[src/rtl/hamming_stream_ctrl.sv]
// Serial Hamming(7,4) decoder controller: bit-stream assembly, syndrome/correct, output FIFO.
// Optional statistics counters are built only when HAMMING_ERR_STATS_EN is defined.
module hamming_stream_ctrl #(
    parameter int FIFO_DEPTH = 2,
    parameter int CNT_W      = 16
) (
    input  logic             clk,
    input  logic             rst_n,
    input  logic             clr,
    input  logic             s_bit,
    input  logic             s_valid,
    output logic             s_ready,
    output logic [3:0]       m_data,
    output logic [2:0]       m_syn,
    output logic             m_err,
    output logic             m_valid,
    input  logic             m_ready,
    output logic [CNT_W-1:0] cw_count,
    output logic [CNT_W-1:0] corr_count
);
    localparam int PTR_W = $clog2(FIFO_DEPTH);
    localparam logic [0:0] ST_ASSEMBLE = 1'b0;
    localparam logic [0:0] ST_DECODE   = 1'b1;

    logic [0:0]       r_state;
    logic [2:0]       r_bit_cnt;
    logic [6:0]       r_cw;
    logic [7:0]       r_mem [FIFO_DEPTH];
    logic [7:0]       r_last;
    logic [PTR_W-1:0] r_wr_ptr;
    logic [PTR_W-1:0] r_rd_ptr;
    logic [PTR_W:0]   r_count;

    logic [2:0] w_syn;
    logic       w_err;
    logic [6:0] w_mask;
    logic [6:0] w_fix;
    logic [3:0] w_data;
    logic [7:0] w_entry;
    logic [7:0] w_head;
    logic       w_full;
    logic       w_empty;
    logic       w_push;
    logic       w_pop;
    logic       w_accept;

    assign w_syn = {r_cw[6] ^ r_cw[5] ^ r_cw[4] ^ r_cw[3],
                    r_cw[6] ^ r_cw[5] ^ r_cw[2] ^ r_cw[1],
                    r_cw[6] ^ r_cw[4] ^ r_cw[2] ^ r_cw[0]};
    assign w_err = (w_syn != 3'b000);

    // Only data-bit syndromes need a fix; parity-bit errors do not touch the nibble.
    always_comb begin
        w_mask = 7'b0000000;
        case (w_syn)
            3'b111:  w_mask = 7'b1000000;
            3'b110:  w_mask = 7'b0100000;
            3'b101:  w_mask = 7'b0010000;
            3'b011:  w_mask = 7'b0000100;
            default: w_mask = 7'b0000000;
        endcase
    end

    assign w_fix    = r_cw ^ w_mask;
    assign w_data   = {w_fix[2], w_fix[4], w_fix[5], w_fix[6]};
    assign w_entry  = {w_data, w_syn, w_err};

    assign w_full   = (r_count == FIFO_DEPTH[PTR_W:0]);
    assign w_empty  = (r_count == '0);
    assign w_push   = (r_state == ST_DECODE) && !w_full;
    assign w_pop    = !w_empty && m_ready;
    assign s_ready  = rst_n && (r_state == ST_ASSEMBLE);
    assign w_accept = s_valid && s_ready;

    always_ff @(posedge clk or negedge rst_n) begin
        if (!rst_n) begin
            r_state   <= ST_ASSEMBLE;
            r_bit_cnt <= 3'd0;
            r_cw      <= 7'd0;
        end else if (r_state == ST_ASSEMBLE) begin
            if (w_accept) begin
                r_cw[r_bit_cnt] <= s_bit;
                if (r_bit_cnt == 3'd6) begin
                    r_bit_cnt <= 3'd0;
                    r_state   <= ST_DECODE;
                end else begin
                    r_bit_cnt <= r_bit_cnt + 3'd1;
                end
            end
        end else if (w_push) begin
            r_state <= ST_ASSEMBLE;
        end
    end

    // Full is the registered count, so a same-cycle pop frees space only from the next cycle.
    always_ff @(posedge clk or negedge rst_n) begin
        if (!rst_n) begin
            for (int i = 0; i < FIFO_DEPTH; i++) r_mem[i] <= 8'd0;
            r_wr_ptr <= '0;
            r_rd_ptr <= '0;
            r_count  <= '0;
            r_last   <= 8'd0;
        end else begin
            if (w_push) begin
                r_mem[r_wr_ptr] <= w_entry;
                r_wr_ptr        <= r_wr_ptr + PTR_W'(1);
            end
            if (w_pop) begin
                r_last   <= r_mem[r_rd_ptr];
                r_rd_ptr <= r_rd_ptr + PTR_W'(1);
            end
            case ({w_push, w_pop})
                2'b10:   r_count <= r_count + (PTR_W+1)'(1);
                2'b01:   r_count <= r_count - (PTR_W+1)'(1);
                default: r_count <= r_count;
            endcase
        end
    end

    assign w_head  = w_empty ? r_last : r_mem[r_rd_ptr];
    assign m_data  = w_head[7:4];
    assign m_syn   = w_head[3:1];
    assign m_err   = w_head[0];
    assign m_valid = !w_empty;

`ifdef HAMMING_ERR_STATS_EN
    logic [CNT_W-1:0] r_cw_count;
    logic [CNT_W-1:0] r_corr_count;

    always_ff @(posedge clk or negedge rst_n) begin
        if (!rst_n) begin
            r_cw_count   <= '0;
            r_corr_count <= '0;
        end else if (clr) begin
            r_cw_count   <= '0;
            r_corr_count <= '0;
        end else if (w_push) begin
            if (r_cw_count != {CNT_W{1'b1}})
                r_cw_count <= r_cw_count + CNT_W'(1);
            if (w_err && (r_corr_count != {CNT_W{1'b1}}))
                r_corr_count <= r_corr_count + CNT_W'(1);
        end
    end

    assign cw_count   = r_cw_count;
    assign corr_count = r_corr_count;
`else
    logic w_unused_clr;
    assign w_unused_clr = clr;
    assign cw_count     = '0;
    assign corr_count   = '0;
`endif

endmodule
[config.mk]
export PLATFORM = sky130hd
export DESIGN_NAME = hamming_stream_ctrl
export DESIGN_NICKNAME = d
export VERILOG_FILES = /design/src/rtl/hamming_stream_ctrl.sv
export SDC_FILE = /design/constraint.sdc
export NUM_CORES = 1
export LEC_CHECK = 0
export CAP_MARGIN = 0
export CORE_UTILIZATION = 50
export CTS_CLUSTER_SIZE = 30
export DETAILED_ROUTE_END_ITERATION = 8
export GPL_ROUTABILITY_DRIVEN = 0
export PLACE_DENSITY_LB_ADDON = 0.3
export SYNTH_ARGS = -nofsm -noshare
export SYNTH_HDL_FRONTEND = slang
export SYNTH_SLANG_ARGS = --single-unit
export TNS_END_PERCENT = 30
[constraint.sdc]
create_clock -name clk -period 2.25 [get_ports clk]
set_input_delay 0.45 -clock clk [delete_from_list [all_inputs] [get_ports clk]]
set_output_delay 0.45 -clock clk [all_outputs]
set_load 0.05 [all_outputs]
Yosys cells after proc, flatten, opt, wreduce, memory -nomap -nowiden
Cells that the tools add are included.
Cells by class
  bitwise operators: 12
  equal/unequal tests: 8
  reduce and logical (&&, ||, !) cells: 12
  multiplexer cells: 17
  magnitude comparators: 5
  add/sub/neg operators: 5
Operators with widths (number)
  2-to-1 mux 8 bit: 5
  case mux 7 bit (4 select lines): 1
  bitwise mux 16 bit: 1
  == test 3 bit (second input constant): 4
  demux 8 bit (select 1 bit): 1
  bitwise XOR 1 bit: 8
  bitwise mux 7 bit: 1
  bitwise XOR 7 bit: 1
  logical AND 1 bit: 6
  2-to-1 mux 1 bit: 5
  == test 2 bit (second input constant): 2
  >= comparator 2 bit (second input constant): 2
  < comparator 3 x 4 -> 1 bit (second input constant): 1
  NOT 1 -> 2 bit: 2
  case mux 2 bit (2 select lines): 1
  adder 3 x 1 -> 3 bit (second input constant): 1
  demux 1 bit (select 3 bit): 1
  == test 3 x 2 -> 1 bit (second input constant): 1
  >= comparator 3 x 1 -> 1 bit (second input constant): 1
  2-to-1 mux 3 bit: 1
  nonzero test 3 bit: 1
  adder 1 bit (second input constant): 2
  adder 2 x 1 -> 2 bit (second input constant): 1
  == test 2 x 1 -> 1 bit (second input constant): 1
  other kinds (7): 8
Word-level totals
  output and inout bits: 42
  bits of input ports: 6
  bits in registers: 39

Depth between registers and ports, before layout
  depth after elaboration: 7
  mapped depth: 9
  gate-level depth less buffers: 7

Least setup slack after synthesis
OpenSTA, ideal clock, no wires.
  path type: register to output
  start: reg r_count[0]
  end: out m_syn[1]
  data required time: 1.800 ns
  stages on the path, launching flop included: 6
  path buffers: 2
  arrival time: 2.251 ns
  setup slack: -0.451 ns
  cell sequence: dfrtp_1 -> or2_2 -> clkbuf_1 -> clkbuf_1 -> nor2_1 -> a21oi_1
On the way
  longest elaborated chain between the ends: 2
RTL lines
  start, declared: RTL line 32  | logic [PTR_W:0] r_count;
  start signal, assigned: RTL line 113  | 2'b10: r_count <= r_count + (PTR_W+1)'(1);
  start signal, assigned: RTL line 114  | 2'b01: r_count <= r_count - (PTR_W+1)'(1);
  start signal, assigned: RTL line 115  | default: r_count <= r_count;
  zero test 2 bit: RTL line 69  | assign w_empty = (r_count == '0);
  2-to-1 mux 8 bit: RTL line 120  | assign w_head = w_empty ? r_last : r_mem[r_rd_ptr];
  end, declared: RTL line 14  | output logic [2:0] m_syn,
No other way between the ends.

Worst setup path in the final report
  start: reg r_count[0]
  end: out m_data[1]
On the way
  longest elaborated chain between the ends: 2
RTL lines
  zero test 2 bit: RTL line 69
  2-to-1 mux 8 bit: RTL line 120
  end, declared: RTL line 13  | output logic [3:0] m_data,
No other way between the ends.

==> results.cfg <==
[status]
status = finished clean

[die]
initial_core_util = 0.522
die_w_um = 66.6
core-area_um2 = 4000
die_area_um2 = 4440
rows = 23
die_y_um = 66.6
io_pins = 48

[setup_path]
worstSetupEndpointType = output pin
cp_slowest_cell = or2_2
worstRegToRegCells = 6
crit_type = reg2out
worstPathCellList = or2_2 -> nor2_1 -> a21oi_2 -> buf_12
reg2reg_slack_ns = 0.47
cp.required_ns = 1.80
slowest_delay_ns = 0.48
arrival_ns = 1.63
path_max_fanout = 18
crit_path_start_kind = flip-flop

[power_and_ir_drop]
pwr-share-seq = 0.287
p_switching_mw = 1.83
internal-power_mw = 2.36
power_density_nw_per_um2 = 1760
finalPower_mw = 4.20
sw_frac_of_total = 0.437
power.leakage_nw = 1.11
clkPwrFrac = 0.144
vdd_drop_max_v = 0.000727
p_comb_frac = 0.569

[synth]
synth_cells = 213
ys_warn_count = 0
avgSynthCellArea_um2 = 9.81
synth_seq_cells = 39
synth-seq-area-share = 0.467
netlist_area_um2 = 2090
synth_cell_types = 37

[drt]
drtIter0Drc = 55
wl_per_cell_um = 10.9
ant_nets = 0
finalWirelength_mm = 3.05
drc = 0
dr.pass1.iters = 4
vias = 1288
vias_per_cell = 4.62

[global_route]
antenna_found_initial = 0
grt_pass1_wl_mm = 5.49
grt_overflow = 0
grt_pass1_vias = 1201
grt_usage = 0.171
grt_max_degree = 40

[layout]
layout.nets = 235
final_core_util = 0.596
layout-drive-gt1-share = 0.192
antennaDiodeCount = 0
syn_to_final_growth_pct = 14.1
fin_area_um2 = 2380

[clocking]
cts.sinks = 39
cts_tree = done
max-clock-path-buffers = 2
post_cts_buffers = 0
clock_latency_ns = 0.30
ctsHoldBuffers = 0
cts_root_buf = clkbuf_8
cts_max_level = 2
cts_buffers = 5
ctsResizeCount = 0
clk_pin_slew_ns = 0.07

[placement]
dpl.hpwl_mm = 2.22
placed_area_um2 = 2270
io_buffers = 14

[hold_path]
min_path_type = in2async

[sta]
max-slew-margin-rel = 0.634
fin_worst_skew_ns = 0.00754
final_hold_viol_count = 0
rsz0062_at_grt = false
final.period_utilization = 0.923
finalMaxSlewViolations = 0
worst_slew_pin_slew_ns = 0.548
setup_viol = 0
min_period_ns = 2.08
max_freq_mhz = 481
final.setup.tns_ns = 0

[flow_run]
maxCapViolations = 0
## through the flow
step	cells	worst slack, ns	hold slack, ns
floorplan	244	-0.00373	0.154
global placement	271	0.325	0.461
detailed placement	271	0.282	0.471
CTS	279	0.163	0.240
global route	279	0.0797	0.267
finish	279	0.172	0.217
## power by group through the flow
stage               logic, mW  clock network [mW]  registers, mW
finish                   2.39               0.603           1.21
CTS                      2.42               0.617           1.21
global placement         2.38                   0           1.21
detailed placement       2.42                   0           1.22
floorplan                1.82                   0           1.11
global route             2.61               0.641           1.25
## cell type report
cell class / count / area [um2]
clock buffer: 6 / 82.6
timing repair buffer: 17 / 245
tap: 50 / 62.6
sequential: 39 / 976
clock inverter: 2 / 35.0
fill: 350 / 1620
multi-input combinational: 163 / 976
inverter: 2 / 7.51
## layout by cell type, fill, tap and decap left out, drive strengths merged
cell type	count
dfrtp	39
and3	2
xnor2	13
xor2	4
nor4	1
clkinv	1
nand3b	2
nand2b	1
o21ai	18
and2	1
ha	1
nor3	1
nor3b	4
clkbuf	6
o21bai	1
a21boi	1
mux2i	8
nand2	21
or3	1
inv	2
mux2	7
buf	14
conb	32
a21o	2
bufinv	1
nor2b	1
or2	1
nor2	20
nand3	2
a21oi	17
a211oi	1
clkdlybuf4s50	3
## synth_stat cells, drive strengths merged
master,number,share of area
dfrtp,39,0.47
buf,35,0.12
nand2,21,0.038
nor2,20,0.036
o21ai,18,0.043
a21oi,17,0.041
xnor2,13,0.058
mux2i,8,0.038
mux2,7,0.038
clkbuf,5,0.0090
nor3b,4,0.019
xor2,4,0.020
a21o,2,0.0072
and3,2,0.0066
inv,2,0.0036
nand3,2,0.0048
nand3b,2,0.0072
a211oi,1,0.0036
a21boi,1,0.0036
and2,1,0.0030
conb,1,0.0018
ha,1,0.0060
nand2b,1,0.0030
nor2b,1,0.0030
nor3,1,0.0024
nor4,1,0.0030
o21bai,1,0.0036
or2,1,0.0030
or3,1,0.0030
## worst max-delay path, delay by kind of cell (launching register included)
| family | cells | cell delay [ns] |
|---|---|---|
| and+or+nand+nor | 2 | 0.66 |
| DFF | 1 | 0.42 |
| buffers and inverters | 1 | 0.17 |
| AOI/OAI and AO/OA | 1 | 0.07 |
## cell families (layout without fill, tap and decap cells)
family,after synthesis,count (layout),synth area share
buf+inv,42,27,0.137
fa+ha+maj,1,1,0.00599
compound gates,40,40,0.102
flops,39,39,0.467
simple gates,58,58,0.132
other cells,1,32,0.00179
xor+xnor,17,17,0.0784
mux,15,15,0.0761
## final timing paths
kind | startpoint | endpoint
worst max-delay path | r_count[0] | m_data[1]
worst min-delay path | rst_n | r_mem[4]
worst max register to register | r_count[0] | r_count[1]
worst min register to register | r_mem[1] | r_mem[1]
max in group asynchronous | rst_n | r_mem[14]
min in group clk | r_mem[1] | r_mem[1]
## metal layers
layer | vias to the layer above | track usage | wire length [um]
met3 | 8 | 0.0411 | 108
met4 | 0 | 0.0957 | 77
met2 | 27 | 0.263 | 1370
li1 | 672 | - | -
met5 | - | 0 | 0
met1 | 581 | 0.218 | 1500
## registers in the layout (all words and copies together) (netlist names)
| name | cells |
|---|---|
| r_cw | 7 |
| r_count | 2 |
| r_last | 8 |
| r_state | 1 |
| r_rd_ptr | 1 |
| r_mem | 16 |
| r_wr_ptr | 1 |
| r_bit_cnt | 3 |
Power figures use the tool's default switching activity.
